`src/rtl/mem_arbiter_pkg.sv`:
```
// Shared types and constants for the byte-wide RAM port arbiter.
// Holds the MEM access size codes, the arbiter state encoding and the byte-count helper.
package mem_arbiter_pkg;

    localparam logic RST_ENABLE = 1'b0;

    localparam int MEM_SEL_W = 2;
    localparam logic [MEM_SEL_W-1:0] MEM_NOP = 2'b00;
    localparam logic [MEM_SEL_W-1:0] MEM_B   = 2'b01;
    localparam logic [MEM_SEL_W-1:0] MEM_H   = 2'b10;
    localparam logic [MEM_SEL_W-1:0] MEM_W   = 2'b11;

    typedef enum logic [2:0] {
        ST_IDLE   = 3'd0,
        ST_IF_RD  = 3'd1,
        ST_MEM_RD = 3'd2,
        ST_MEM_WR = 3'd3,
        ST_DONE   = 3'd4
    } arb_state_t;

    function automatic logic [2:0] sel_bytes(input logic [MEM_SEL_W-1:0] sel);
        case (sel)
            MEM_B:   return 3'd1;
            MEM_H:   return 3'd2;
            MEM_W:   return 3'd4;
            default: return 3'd0;
        endcase
    endfunction

endpackage

```
`src/rtl/mem_arbiter.sv`:
```
// Arbitrates the single byte-wide RAM port between instruction fetch and the MEM stage,
// walking each multi-byte access one byte per cycle and pulsing a done strobe at the end.
module mem_arbiter
    import mem_arbiter_pkg::*;
#(
    parameter int ADDR_W = 32
) (
    input  logic              clk,
    input  logic              rst,
    input  logic              if_req,
    input  logic [ADDR_W-1:0] if_addr,
    input  logic              if_flush,
    output logic              if_done,
    output logic [31:0]       if_inst,
    input  logic              mem_req,
    input  logic              mem_we,
    input  logic [1:0]        mem_sel,
    input  logic [ADDR_W-1:0] mem_addr,
    input  logic [31:0]       mem_wdata,
    output logic              mem_done,
    output logic [31:0]       mem_rdata,
    output logic              stallreq_mem,
    input  logic [7:0]        ram_din,
    output logic [7:0]        ram_dout,
    output logic [ADDR_W-1:0] ram_a,
    output logic              ram_wr
);

    arb_state_t        state_reg, state_next;
    logic [2:0]        cnt_reg, cnt_next;
    logic [2:0]        nbytes_reg, nbytes_next;
    logic [31:0]       wdata_reg, wdata_next;
    logic [31:0]       buf_reg, buf_next;
    logic [ADDR_W-1:0] ram_a_reg, ram_a_next;
    logic [7:0]        ram_dout_reg, ram_dout_next;
    logic              ram_wr_reg, ram_wr_next;
    logic              if_done_reg, if_done_next;
    logic              mem_done_reg, mem_done_next;
    logic [31:0]       if_inst_reg, if_inst_next;
    logic [31:0]       mem_rdata_reg, mem_rdata_next;

    logic [31:0]       merged;
    logic [1:0]        wr_idx;
    logic              addr_more;

    // In a read, cycle cnt carries the byte addressed at cnt-1, so it lands in lane cnt-1.
    generate
        for (genvar gi = 0; gi < 4; gi++) begin : g_merge
            assign merged[8*gi +: 8] = (cnt_reg == 3'(gi + 1)) ? ram_din : buf_reg[8*gi +: 8];
        end
    endgenerate

    assign wr_idx    = cnt_reg[1:0] + 2'd1;
    assign addr_more = (cnt_reg + 3'd1) < nbytes_reg;

    always_comb begin
        state_next     = state_reg;
        cnt_next       = cnt_reg;
        nbytes_next    = nbytes_reg;
        wdata_next     = wdata_reg;
        buf_next       = buf_reg;
        ram_a_next     = ram_a_reg;
        ram_dout_next  = ram_dout_reg;
        ram_wr_next    = 1'b0;
        if_done_next   = 1'b0;
        mem_done_next  = 1'b0;
        if_inst_next   = if_inst_reg;
        mem_rdata_next = mem_rdata_reg;

        case (state_reg)
            ST_IDLE: begin
                if (mem_req && (mem_sel != MEM_NOP)) begin
                    state_next  = mem_we ? ST_MEM_WR : ST_MEM_RD;
                    nbytes_next = sel_bytes(mem_sel);
                    cnt_next    = '0;
                    buf_next    = '0;
                    wdata_next  = mem_wdata;
                    ram_a_next  = mem_addr;
                    if (mem_we) begin
                        ram_wr_next   = 1'b1;
                        ram_dout_next = mem_wdata[7:0];
                    end
                end else if (if_req && !if_flush) begin
                    state_next  = ST_IF_RD;
                    nbytes_next = 3'd4;
                    cnt_next    = '0;
                    buf_next    = '0;
                    ram_a_next  = if_addr;
                end
            end

            ST_IF_RD, ST_MEM_RD: begin
                if ((state_reg == ST_IF_RD) && if_flush) begin
                    state_next = ST_IDLE;
                end else begin
                    buf_next = merged;
                    cnt_next = cnt_reg + 3'd1;
                    if (addr_more) begin
                        ram_a_next = ram_a_reg + ADDR_W'(1);
                    end
                    // The last byte arrives one cycle after its address; finish on that cycle.
                    if (cnt_reg == nbytes_reg) begin
                        state_next = ST_DONE;
                        if (state_reg == ST_IF_RD) begin
                            if_done_next = 1'b1;
                            if_inst_next = merged;
                        end else begin
                            mem_done_next  = 1'b1;
                            mem_rdata_next = merged;
                        end
                    end
                end
            end

            ST_MEM_WR: begin
                if (addr_more) begin
                    ram_wr_next   = 1'b1;
                    ram_a_next    = ram_a_reg + ADDR_W'(1);
                    ram_dout_next = wdata_reg[8*wr_idx +: 8];
                    cnt_next      = cnt_reg + 3'd1;
                end else begin
                    state_next    = ST_DONE;
                    mem_done_next = 1'b1;
                end
            end

            ST_DONE: state_next = ST_IDLE;

            default: state_next = ST_IDLE;
        endcase
    end

    always_ff @(posedge clk) begin
        if (rst == RST_ENABLE) begin
            state_reg     <= ST_IDLE;
            cnt_reg       <= '0;
            nbytes_reg    <= '0;
            wdata_reg     <= '0;
            buf_reg       <= '0;
            ram_a_reg     <= '0;
            ram_dout_reg  <= '0;
            ram_wr_reg    <= 1'b0;
            if_done_reg   <= 1'b0;
            mem_done_reg  <= 1'b0;
            if_inst_reg   <= '0;
            mem_rdata_reg <= '0;
        end else begin
            state_reg     <= state_next;
            cnt_reg       <= cnt_next;
            nbytes_reg    <= nbytes_next;
            wdata_reg     <= wdata_next;
            buf_reg       <= buf_next;
            ram_a_reg     <= ram_a_next;
            ram_dout_reg  <= ram_dout_next;
            ram_wr_reg    <= ram_wr_next;
            if_done_reg   <= if_done_next;
            mem_done_reg  <= mem_done_next;
            if_inst_reg   <= if_inst_next;
            mem_rdata_reg <= mem_rdata_next;
        end
    end

    assign if_done      = if_done_reg;
    assign if_inst      = if_inst_reg;
    assign mem_done     = mem_done_reg;
    assign mem_rdata    = mem_rdata_reg;
    assign ram_a        = ram_a_reg;
    assign ram_dout     = ram_dout_reg;
    assign ram_wr       = ram_wr_reg;
    assign stallreq_mem = mem_req && (mem_sel != MEM_NOP) && !mem_done_reg;

endmodule

```
`config.mk`:
```
export PLATFORM = sky130hd
export DESIGN_NAME = mem_arbiter
export DESIGN_NICKNAME = d
export VERILOG_FILES = /design/src/rtl/mem_arbiter_pkg.sv /design/src/rtl/mem_arbiter.sv
export SDC_FILE = /design/constraint.sdc
export NUM_CORES = 1
export LEC_CHECK = 0
export BUFFER_PORTS_ARGS = -buffer_cell sky130_fd_sc_hd__clkbuf_2
export CAP_MARGIN = 0
export CELL_PAD_IN_SITES_DETAIL_PLACEMENT = 1
export CELL_PAD_IN_SITES_GLOBAL_PLACEMENT = 1
export CORE_MARGIN = 3
export CORE_UTILIZATION = 38
export CTS_CLUSTER_DIAMETER = 40
export DETAILED_ROUTE_END_ITERATION = 8
export MAX_ROUTING_LAYER = met4
export PLACE_DENSITY = 0.9
export SLEW_MARGIN = 5
export SYNTH_ARGS = -nofsm -noshare
export SYNTH_HDL_FRONTEND = slang
export SYNTH_SLANG_ARGS = --single-unit
```
`constraint.sdc`:
```
create_clock -name clk -period 4.1 [get_ports clk]
set_clock_uncertainty 0.2 [all_clocks]
set_input_delay 0.41 -clock clk [delete_from_list [all_inputs] [get_ports clk]]
set_output_delay 0.41 -clock clk [all_outputs]
set_load 0.01 [all_outputs]
```
==> results of run 1 <==
metrics by stage:
| stage | cells | hold slack, ps | power (uW) | util |
|---|---|---|---|---|
| floorplan | 1037 | 233 | 3510 | - |
| global placement | 1466 | 239 | 4130 | 0.452 |
| detailed placement | 1466 | 248 | 4210 | 0.452 |
| CTS | 1512 | 1.41 | 5850 | 0.486 |
| global route | 1512 | 2.01 | 6170 | 0.486 |
| finish | 1512 | 12.2 | 5830 | 0.486 |
kinds of logic (layout without fill, tap and decap cells):
kind of cell	after synthesis	count (layout)	synth area share
AO/OA/AOI/OAI	270	270	0.206
adder cells (fa/ha/maj)	9	9	0.0134
flip-flops	180	180	0.430
XOR/XNOR	2	2	0.00209
buffers and inverters	92	292	0.0453
AND/OR/NAND/NOR	429	429	0.225
multiplexers	55	55	0.0777
synthesized netlist by cell type, types with 3 or more instances:
| cell | instances | share of area |
|---|---|---|
| a211oi_1 | 74 | 0.066 |
| a21oi_1 | 86 | 0.051 |
| a311oi_1 | 3 | 0.0031 |
| a31oi_1 | 4 | 0.0030 |
| and2_1 | 7 | 0.0052 |
| and3_1 | 5 | 0.0037 |
| buf_2 | 3 | 0.0018 |
| buf_6 | 3 | 0.0040 |
| clkbuf_1 | 70 | 0.031 |
| dfxtp_1 | 180 | 0.43 |
| ha_1 | 9 | 0.013 |
| inv_1 | 12 | 0.0054 |
| mux2i_1 | 47 | 0.056 |
| mux4_2 | 8 | 0.022 |
| nand2_1 | 202 | 0.091 |
| nand3_1 | 40 | 0.024 |
| nand4_1 | 13 | 0.0097 |
| nor2_1 | 105 | 0.047 |
| nor2b_1 | 5 | 0.0037 |
| nor3_1 | 21 | 0.013 |
| nor4_1 | 9 | 0.0067 |
| o211ai_1 | 5 | 0.0045 |
| o21ai_0 | 29 | 0.017 |
| o21ai_1 | 3 | 0.0018 |
| o221ai_1 | 3 | 0.0031 |
| o22ai_1 | 36 | 0.027 |
| o31ai_1 | 5 | 0.0045 |
| or4_1 | 3 | 0.0027 |
what timing repair did:
action / in CTS / in global routing
endpoints found under the hold margin: 14 / 0
setup endpoints to repair: 0 / 0
hold buffers: 14 / 0
where the power goes:
part,internal (uW),switching (uW)
Sequential,2030,320
Combinational,687,1160
Clock,874,760
Total,3590,2240
worst reg2reg max path, cell delays in order, from the launching register on:
cell and delay [ps]:
dfxtp_1 410, inv_1 110, ha_1 300, buf_4 200, ha_1 200, a21oi_1 250
nand2_1 240, o31ai_4 220, buf_4 370, nor2_1 90, a2111oi_0 440
layer usage:
metal  track usage  vias to the layer above  share of wire  wire, um
met2         0.387                      257           0.49     13600
li1              -                     4089              -         -
met5             -                        -              0         0
met4        0.0719                        0          0.021       573
met3        0.0439                       43          0.053      1480
met1         0.294                     4111           0.44     12100
worst min-delay path by stage:
| stage | start | cells past startpoint | endpoint | slack (ps) |
|---|---|---|---|---|
| after detailed placement | buf_reg[7]$_SDFFE_PN0P_ | 2 | buf_reg[7]$_SDFFE_PN0P_ | 250 |
| after CTS | mem_wdata[12] | 3 | wdata_reg[12]$_SDFFE_PN0P_ | 1 |
| after global routing | mem_wdata[14] | 3 | wdata_reg[14]$_SDFFE_PN0P_ | 2 |
| after global placement | wdata_reg[5]$_SDFFE_PN0P_ | 2 | wdata_reg[5]$_SDFFE_PN0P_ | 240 |
| after floorplan | wdata_reg[0]$_SDFFE_PN0P_ | 2 | wdata_reg[0]$_SDFFE_PN0P_ | 230 |
| final | mem_wdata[14] | 3 | wdata_reg[14]$_SDFFE_PN0P_ | 10 |
final cells by class:
cell class | instances | area (um2)
multi-input cells | 765 | 4440
clock buffers | 18 | 439
inverters | 12 | 47.5
repair buffers | 248 | 1350
well taps | 275 | 344
clock inverters | 14 | 146
flip-flops and latches | 180 | 3600
fillers | 2653 | 11000
==> flow_summary.toml, run 1 <==
[outcome]
outcome = "completed"

[sta]
finalHoldViolCount = 0
report.final.slew_viol_count = 0
worst_slew_margin_rel = 0.252
layout_min_cycle_time_ps = 3190
setup-tns-final_ps = 0
tightest_slew_ps = 1120
finalCritPeriodShare = 0.779
setup_repair_after_global_routing_missed_its_margin = "no"
setup-violations-final = 0
timing.fmax_mhz = 313
postLayoutSetupSlackWorst_ps = 906

[clock_tree]
clockRootBuffer = "clkbuf_16"
tritoncts = "yes"
count_of_cells_resized_by_post_cts_repair = 0
h-tree-depth = 4
postCtsSetupRepairBufs = 0
cts_clk_pin_slew_worst_paths_ps = 70
clock_tree.buffer_depth = 2
cts_sinks = 180
insertion_delay_ps = 430
tritoncts.num_buffers = 17

[synth]
synth.net_count = 1158
synth.avg_cell_area_um2 = 8.07
synthesis.area_um2 = 8370
ys.warnings.count = 0
number_of_storage_elements_in_the_synthesis_netlist = 180
postSynth.asyncResetShare = 0
synthesis.instances = 1037
yosysUniqueCellTypes = 61
edff_count_synth = 0
synthFlopType = "dfxtp_1"
synth_sequential_area_ratio = 0.430

[floorplanning]
core_area_um2 = 21400
floorplan.rows = 53
initial_core_util = 0.392
die_h_um = 154
die_w_um = 154
dieArea_um2 = 23900
ioPinCount = 220

[drt]
vias_per_cell = 5.62
post_drt_wl_per_cell_um = 18.4
route.detailed.drc = 0
drt_iter0_drc = 544
vias = 8500
wl_mm = 27.8
firstDrtPassIters = 5
antenna_left = 0

[power]
power-per-cell-area_nw_per_um2 = 562
peakVddDrop_mv = 0.351
power.leakage_uw = 0.00411

[flow_run]
maxCapViolations = 0

[worst_setup_path]
crit-reg2reg-launch = "cnt_reg[0]$_SDFFE_PN0P_"
cp.buffers_inverters = 3
kind_of_end_point_of_the_critical_path = "flip-flop"
critical_path_cell_count = 10
reg2reg_to = "ram_a[16]$_SDFFE_PN0P_"
worst-r2r-setup-slack_ps = 910
cp_startpoint_kind = "flip-flop"
critPathMaxFanout = 33
worstPathArrival_ps = 3260
timing.critical_path.required_ps = 4170
timing.critical_path.cells = "inv_1 > ha_1 > buf_4 > ha_1 > a21oi_1 > nand2_1 > o31ai_4 > buf_4 > nor2_1 > a2111oi_0"
worst_r2r_path_depth = 10
largest_stage_delay_on_the_critical_path_ps = 440
timing.critical_path.from = "cnt_reg[0]$_SDFFE_PN0P_"
critical-path-top-delay-family = "compound AO/OA/AOI/OAI gates"
cp-endpoint = "ram_a[16]$_SDFFE_PN0P_"
worst-setup-path-type = "flip-flop to flip-flop"
timing.critical_path.slowest_stage_cell = "a2111oi_0"

[layout]
diodes = 0
final_design_area_no_fill_um2 = 10400
nets = 1345
flow.area_growth_from_synthesis_pct = 23.8
mostFrequentLayoutCells = "219 x clkbuf_2, 202 x nand2_1, 180 x dfxtp_1"
most_common_cell_after_layout_fill_and_taps_aside = "clkbuf_2"
final_layout_size_suffix_gt1_frac = 0.232

[global_route]
antenna_found_initial = 0
global_route_usage_sum = 0.235
grt_start_max_net_pins = 79
grt_pass1_vias = 8682
first_pass_grt_wire_length_mm = 44.9
globalRoute.totalOverflow = 0

[place]
finalWeightedCongestion = 0.841
post_dp_cell_area_um2 = 9640
detail_placement_hpwl_mm = 19.4
pre_cts_ws_ps = 1090
io_buffers = 219

[min_path]
worstHoldPathType = "input port to flip-flop"
(Power assumes the default switching activity.)
==> run 2: changes to the inputs <==
--- a/config.mk
+++ b/config.mk
@@ -10,11 +10,11 @@
 export CELL_PAD_IN_SITES_DETAIL_PLACEMENT = 1
 export CELL_PAD_IN_SITES_GLOBAL_PLACEMENT = 1
 export CORE_MARGIN = 3
-export CORE_UTILIZATION = 38
+export CORE_UTILIZATION = 35
 export CTS_CLUSTER_DIAMETER = 40
 export DETAILED_ROUTE_END_ITERATION = 8
 export MAX_ROUTING_LAYER = met4
-export PLACE_DENSITY = 0.9
+export PLACE_DENSITY = 0.88
 export SLEW_MARGIN = 5
 export SYNTH_ARGS = -nofsm -noshare
 export SYNTH_HDL_FRONTEND = slang
==> constraint.sdc (replaced) <==
create_clock -name clk -period 2.9 [get_ports clk]
set_clock_uncertainty 0.2 [all_clocks]
set_input_delay 0.29 -clock clk [delete_from_list [all_inputs] [get_ports clk]]
set_output_delay 0.29 -clock clk [all_outputs]
set_load 0.01 [all_outputs]
==> run 2 against run 1 <==
Against the previous run:
- fmax is 13% higher
- die area is 8.2% higher
- wire length is 8.5% higher
- register-to-register slack worse by 830 ps
- count of clock-buffer cells in the layout stayed put
- highest routed layer unchanged
- total power is 48% higher
- sequential power is 40% higher
- flip-flop and latch count stayed put
- cell count is 5.5% higher
- sequential share of layout area is 1.7 points lower
- global-route usage is 0.25 points higher
==> flow_summary.toml, run 2 (synthesis results as in run 1) <==
[layout]
flow.area_growth_from_synthesis_pct = 30.0
most_common_cell_after_layout_fill_and_taps_aside = "clkbuf_2"
post-route-util = 0.472
nets = 1389
mostFrequentLayoutCells = "219 x clkbuf_2, 201 x nand2_1, 180 x dfxtp_1"
final_design_area_no_fill_um2 = 10900
final_layout_size_suffix_gt1_frac = 0.245

[sta]
layout_min_cycle_time_ps = 2820
setup-tns-final_ps = 0
report.final.slew_viol_count = 0
postLayoutSetupSlackWorst_ps = 76.1
worst_slew_margin_rel = 0.503
finalCritPeriodShare = 0.974
finalHoldViolCount = 0
tightest_slew_ps = 745
setup-violations-final = 0
timing.fmax_mhz = 354

[clock_tree]
tritoncts = "yes"
tritoncts.num_buffers = 17
clockRootBuffer = "clkbuf_16"
insertion_delay_ps = 450
h-tree-depth = 4
cts_clk_pin_slew_worst_paths_ps = 80
cts_sinks = 180
clock_tree.buffer_depth = 2

[worst_setup_path]
critPathMaxFanout = 5
timing.critical_path.cells = "ha_1 > ha_1 > inv_1 > ha_1 > a21oi_2 > nand2_2 > o31a_1 > or4b_1 > nand4_1"
worst-setup-path-type = "flip-flop to flip-flop"
worst-r2r-setup-slack_ps = 80
timing.critical_path.slowest_stage_cell = "or4b_1"
timing.critical_path.required_ps = 3070
worst_r2r_path_depth = 9
crit-reg2reg-launch = "cnt_reg[0]$_SDFFE_PN0P_"
most_frequent_cell_on_the_critical_path = "ha_1"
kind_of_end_point_of_the_critical_path = "flip-flop"
worstPathArrival_ps = 3000
largest_stage_delay_on_the_critical_path_ps = 540
cp_startpoint_kind = "flip-flop"
reg2reg_to = "ram_a[30]$_SDFFE_PN0P_"

[floorplanning]
die_h_um = 161
dieArea_um2 = 25800
floorplan.rows = 55
die_w_um = 161
core_area_um2 = 23100
ioPinCount = 220
initial_core_util = 0.363

[power]
power.share.sequential = 0.382
peakVddDrop_mv = 0.326
internal_power_uw = 5370
total_power_uw = 8630
p_comb_frac = 0.331
switchingPower_uw = 3260
power.leakage_uw = 0.00434
clock_power_share = 0.287
power-per-cell-area_nw_per_um2 = 793
switching_share = 0.378

[global_route]
first_pass_grt_wire_length_mm = 48.3
grt_start_max_net_pins = 72
global_route_usage_sum = 0.238
grt_pass1_vias = 9107
globalRoute.totalOverflow = 0
antenna_found_initial = 1

[min_path]
hold_path_startpoint = "mem_addr[25]"
worstHoldPathType = "input port to flip-flop"
worst_hold_path.endpoint = "ram_a[25]$_SDFFE_PN0P_"
cells_on_worst_hold_path = 5

[drt]
vias_per_cell = 5.48
antenna_left = 0
drt_iter0_drc = 599
route.detailed.drc = 0
firstDrtPassIters = 5
post_drt_wl_per_cell_um = 18.9
wl_mm = 30.2
vias = 8740

[flow_run]
maxCapViolations = 0

[outcome]
outcome = "completed"

[place]
finalWeightedCongestion = 0.864
detail_placement_hpwl_mm = 20.5
io_buffers = 219
post_dp_cell_area_um2 = 9910
pre_cts_ws_ps = 128
-- run 2: cell types whose count changed in the layout (fill, tap and decap cells not counted), moves of 2 or more --
cell / delta
dlygate4sd3_1: +20
buf_12: +3
bufinv_16: +2
buf_4: +21
-- run 2: power groups by stage --
| stage | sequential [uW] | clock (uW) | combinational, uW |
|---|---|---|---|
| 2_1_floorplan | 3360 | 0 | 1610 |
| 3_3_place_gp | 3310 | 0 | 2680 |
| 3_5_place_dp | 3330 | 0 | 2770 |
| 4_1_cts | 3280 | 2490 | 2840 |
| 5_1_grt | 3350 | 2620 | 3150 |
| 6_report | 3300 | 2480 | 2860 |
-- run 2: worst max-delay path by stage --
stage / startpoint / end / slack, ps / depth (start not counted)
2_1_floorplan: cnt_reg[0]$_SDFFE_PN0P_ / ram_a[6]$_SDFFE_PN0P_ / 60 / 10
3_3_place_gp: cnt_reg[0]$_SDFFE_PN0P_ / ram_a[30]$_SDFFE_PN0P_ / 220 / 9
3_5_place_dp: cnt_reg[0]$_SDFFE_PN0P_ / ram_a[24]$_SDFFE_PN0P_ / 130 / 10
4_1_cts: cnt_reg[0]$_SDFFE_PN0P_ / ram_a[30]$_SDFFE_PN0P_ / 40 / 9
5_1_grt: cnt_reg[0]$_SDFFE_PN0P_ / ram_a[30]$_SDFFE_PN0P_ / -8 / 9
6_report: cnt_reg[0]$_SDFFE_PN0P_ / ram_a[30]$_SDFFE_PN0P_ / 80 / 9
-- run 2: routing by layer --
| layer | GRT usage | wire (um) | vias to the layer above |
|---|---|---|---|
| met1 | 0.284 | 12700 | 4184 |
| met4 | 0.0982 | 1070 | 0 |
| li1 | - | - | 4185 |
| met2 | 0.394 | 14800 | 294 |
| met5 | - | 0 | - |
| met3 | 0.0444 | 1540 | 77 |
-- run 2: repair_timing --
| action | in CTS | in global routing |
|---|---|---|
| endpoints found under the setup margin | 1 | 7 |
| endpoints found under the hold margin | 34 | 0 |
| gates resized for setup | 1 | 3 |
| setup buffers | 0 | 0 |
| pin swaps | 0 | 1 |
| hold buffers | 34 | 0 |
-- run 2: final cells by class --
cell class | instances | area [um2]
multi-input combinational | 765 | 4450
sequential | 180 | 3600
clock inverter | 14 | 193
antenna | 1 | 2.50
inverter | 12 | 47.5
timing repair buffer | 292 | 1770
clock buffer | 18 | 429
fill | 2844 | 12200
tap | 313 | 392
-- run 2: stage by stage --
stage / hold slack (ps) / std cells
2_1_floorplan: 226 / 1037
4_1_cts: 26.7 / 1594
6_report: 20.1 / 1595
5_1_grt: 55.7 / 1595
3_5_place_dp: 249 / 1528
3_3_place_gp: 239 / 1528
-- run 2: critical path: cells and delay by family, from the launching register on --
family                   cells  cell delay, ps
AND/OR/NAND/NOR              3             830
adder cells (fa/ha/maj)      3             800
AO/OA/AOI/OAI                2             520
flip-flops                   1             360
buffers and inverters        1              50
==> run 3: changes to the inputs <==
--- a/config.mk
+++ b/config.mk
@@ -5,14 +5,15 @@
 export SDC_FILE = /design/constraint.sdc
 export NUM_CORES = 1
 export LEC_CHECK = 0
-export BUFFER_PORTS_ARGS = -buffer_cell sky130_fd_sc_hd__clkbuf_2
+export BUFFER_PORTS_ARGS = -buffer_cell sky130_fd_sc_hd__buf_2
 export CAP_MARGIN = 0
 export CELL_PAD_IN_SITES_DETAIL_PLACEMENT = 1
 export CELL_PAD_IN_SITES_GLOBAL_PLACEMENT = 1
-export CORE_MARGIN = 3
+export CORE_MARGIN = 2
 export CORE_UTILIZATION = 35
 export CTS_CLUSTER_DIAMETER = 40
 export DETAILED_ROUTE_END_ITERATION = 8
+export HOLD_SLACK_MARGIN = 0.08
 export MAX_ROUTING_LAYER = met4
 export PLACE_DENSITY = 0.88
 export SLEW_MARGIN = 5
==> run 3 against run 2 <==
Against the previous run:
- first-iteration DRC count up 16%
- global-route usage is 1.0 points higher
- largest power group unchanged
- fmax is 2.1% higher
- die area fell by 2.5%
- total power shrank 2.1%
- register-to-register slack gained 60 ps
- non-clock buffer count rose by 13
- flip-flop and latch count unchanged
- worst hold slack better by 53 ps
==> flow_summary.toml, run 3 (synthesis results as in run 1) <==
[worst_setup_path]
critPathMaxFanout = 13
kind_of_end_point_of_the_critical_path = "flip-flop"
critical_path_cell_count = 10
cp.buffers_inverters = 2
timing.critical_path.slowest_stage_cell = "dfxtp_1"
timing.critical_path.cells = "ha_1 > ha_1 > inv_1 > ha_1 > nand3b_1 > nand2_2 > o31a_1 > buf_4 > nor4_1 > nor3_1"
worst-setup-path-type = "flip-flop to flip-flop"
cp_startpoint_kind = "flip-flop"
most_frequent_cell_on_the_critical_path = "ha_1"
worst_r2r_path_depth = 10
critical-path-top-delay-family = "adder cells"
worstPathArrival_ps = 2890
largest_stage_delay_on_the_critical_path_ps = 360
timing.critical_path.required_ps = 3020

[sta]
finalCritPeriodShare = 0.954
timing.fmax_mhz = 361
tightest_slew_ps = 769
worst_slew_margin_rel = 0.487
setup_repair_after_global_routing_missed_its_margin = "no"
layout_min_cycle_time_ps = 2770
setup-tns-final_ps = 0
finalHoldViolCount = 0
report.final.slew_viol_count = 0
whs_ps = 73.3
setup-violations-final = 0

[place]
post_dp_cell_area_um2 = 9920
detail_placement_hpwl_mm = 20.1
io_buffers = 219
finalWeightedCongestion = 0.872

[floorplanning]
core_area_um2 = 23500
initial_core_util = 0.357
ioPinCount = 220
die_w_um = 159
dieArea_um2 = 25200
floorplan.rows = 56
die_h_um = 159

[layout]
most_common_cell_after_layout_fill_and_taps_aside = "buf_2"
flow.area_growth_from_synthesis_pct = 30.9
final_layout_size_suffix_gt1_frac = 0.243
final_design_area_no_fill_um2 = 11000
mostFrequentLayoutCells = "219 x buf_2, 201 x nand2_1, 180 x dfxtp_1"
num-fill-cells = 2885
nets = 1402

[global_route]
global_route_usage_sum = 0.248
grt_start_max_net_pins = 72
globalRoute.totalOverflow = 0
first_pass_grt_wire_length_mm = 47.6
grt_pass1_vias = 8873
antenna_found_initial = 2

[power]
power.share.sequential = 0.389
total_power_uw = 8450
power.leakage_uw = 0.00442
clock_power_share = 0.269
p_comb_frac = 0.342
internal_power_uw = 5150
switching_share = 0.391
peakVddDrop_mv = 0.319
power-per-cell-area_nw_per_um2 = 771
switchingPower_uw = 3300

[clock_tree]
clock_tree.buffer_depth = 2
tritoncts.num_buffers = 17
cts_sinks = 180
postCtsSetupRepairBufs = 0
insertion_delay_ps = 440
tritoncts = "yes"
cts_clk_pin_slew_worst_paths_ps = 80
clockRootBuffer = "clkbuf_16"
h-tree-depth = 4

[drt]
route.detailed.drc = 0
drt_iter0_drc = 695
wl_mm = 30.1
vias = 8767
firstDrtPassIters = 4
post_drt_wl_per_cell_um = 18.6
antenna_left = 0
vias_per_cell = 5.43

[min_path]
cells_on_worst_hold_path = 5
worstHoldPathType = "input port to flip-flop"

[outcome]
outcome = "completed"

[flow_run]
maxCapViolations = 0
run 3: changes by cell type in the layout (fill, tap and decap cells not counted), sizes merged:
cell         delta
clkinvlp        +2
bufinv          -3
dlygate4sd3    +12
clkbuf        -220
inv             +2
buf           +220
diode           +1
run 3: power groups by stage:
stage | sequential (uW) | clock (uW) | combinational [uW]
3_5_place_dp | 3330 | 0 | 2780
6_report | 3290 | 2270 | 2890
4_1_cts | 3280 | 2300 | 2870
2_1_floorplan | 3360 | 0 | 1610
3_3_place_gp | 3310 | 0 | 2670
5_1_grt | 3340 | 2400 | 3190
run 3: final cells by class:
class	count	area, um2	share of cell area
Inverter	12	47.5	0.00434
Sequential cell	180	3600	0.329
Timing Repair Buffer	305	1890	0.173
Multi-Input combinational cell	765	4450	0.406
Tap cell	319	399	0.0364
Clock buffer	17	425	0.0388
Antenna cell	2	5.00	0.000457
Clock inverter	15	141	0.0129
run 3: worst min-delay path, cell delays in order:
cell     delay, ps
buf_2           70
nand2_1         40
nand3_1         90
a21oi_1         70
nor3_1         110
run 3: through the flow:
step           setup WS [ps]   util  std cells
2_1_floorplan           56.7      -       1037
3_3_place_gp             202  0.423       1535
3_5_place_dp             115  0.423       1535
4_1_cts                 76.9  0.467       1613
5_1_grt                 8.90  0.467       1615
6_report                 134  0.467       1615
run 3: what timing repair did:
action | 4_1_cts | 5_1_grt
hold endpoints to repair | 55 | 0
setup endpoints to repair | 0 | 8
hold buffers | 46 | 0
resized for setup | 0 | 2
run 3: worst paths after layout:
path,start,to,slack (ps)
setup / recovery,cnt_reg[0]$_SDFFE_PN0P_,ram_a[24]$_SDFFE_PN0P_,130
hold / removal,if_addr[8],ram_a[8]$_SDFFE_PN0P_,70
setup reg to reg,cnt_reg[0]$_SDFFE_PN0P_,ram_a[24]$_SDFFE_PN0P_,130
hold reg to reg,wdata_reg[21]$_SDFFE_PN0P_,wdata_reg[21]$_SDFFE_PN0P_,250
run 3: per-layer routing:
| metal | global-route usage | part of all wire | up-vias |
|---|---|---|---|
| met1 | 0.303 | 0.43 | 4192 |
| met4 | 0.0922 | 0.029 | 0 |
| met5 | - | 0 | - |
| met2 | 0.405 | 0.49 | 296 |
| met3 | 0.0493 | 0.053 | 68 |
| li1 | - | - | 4211 |
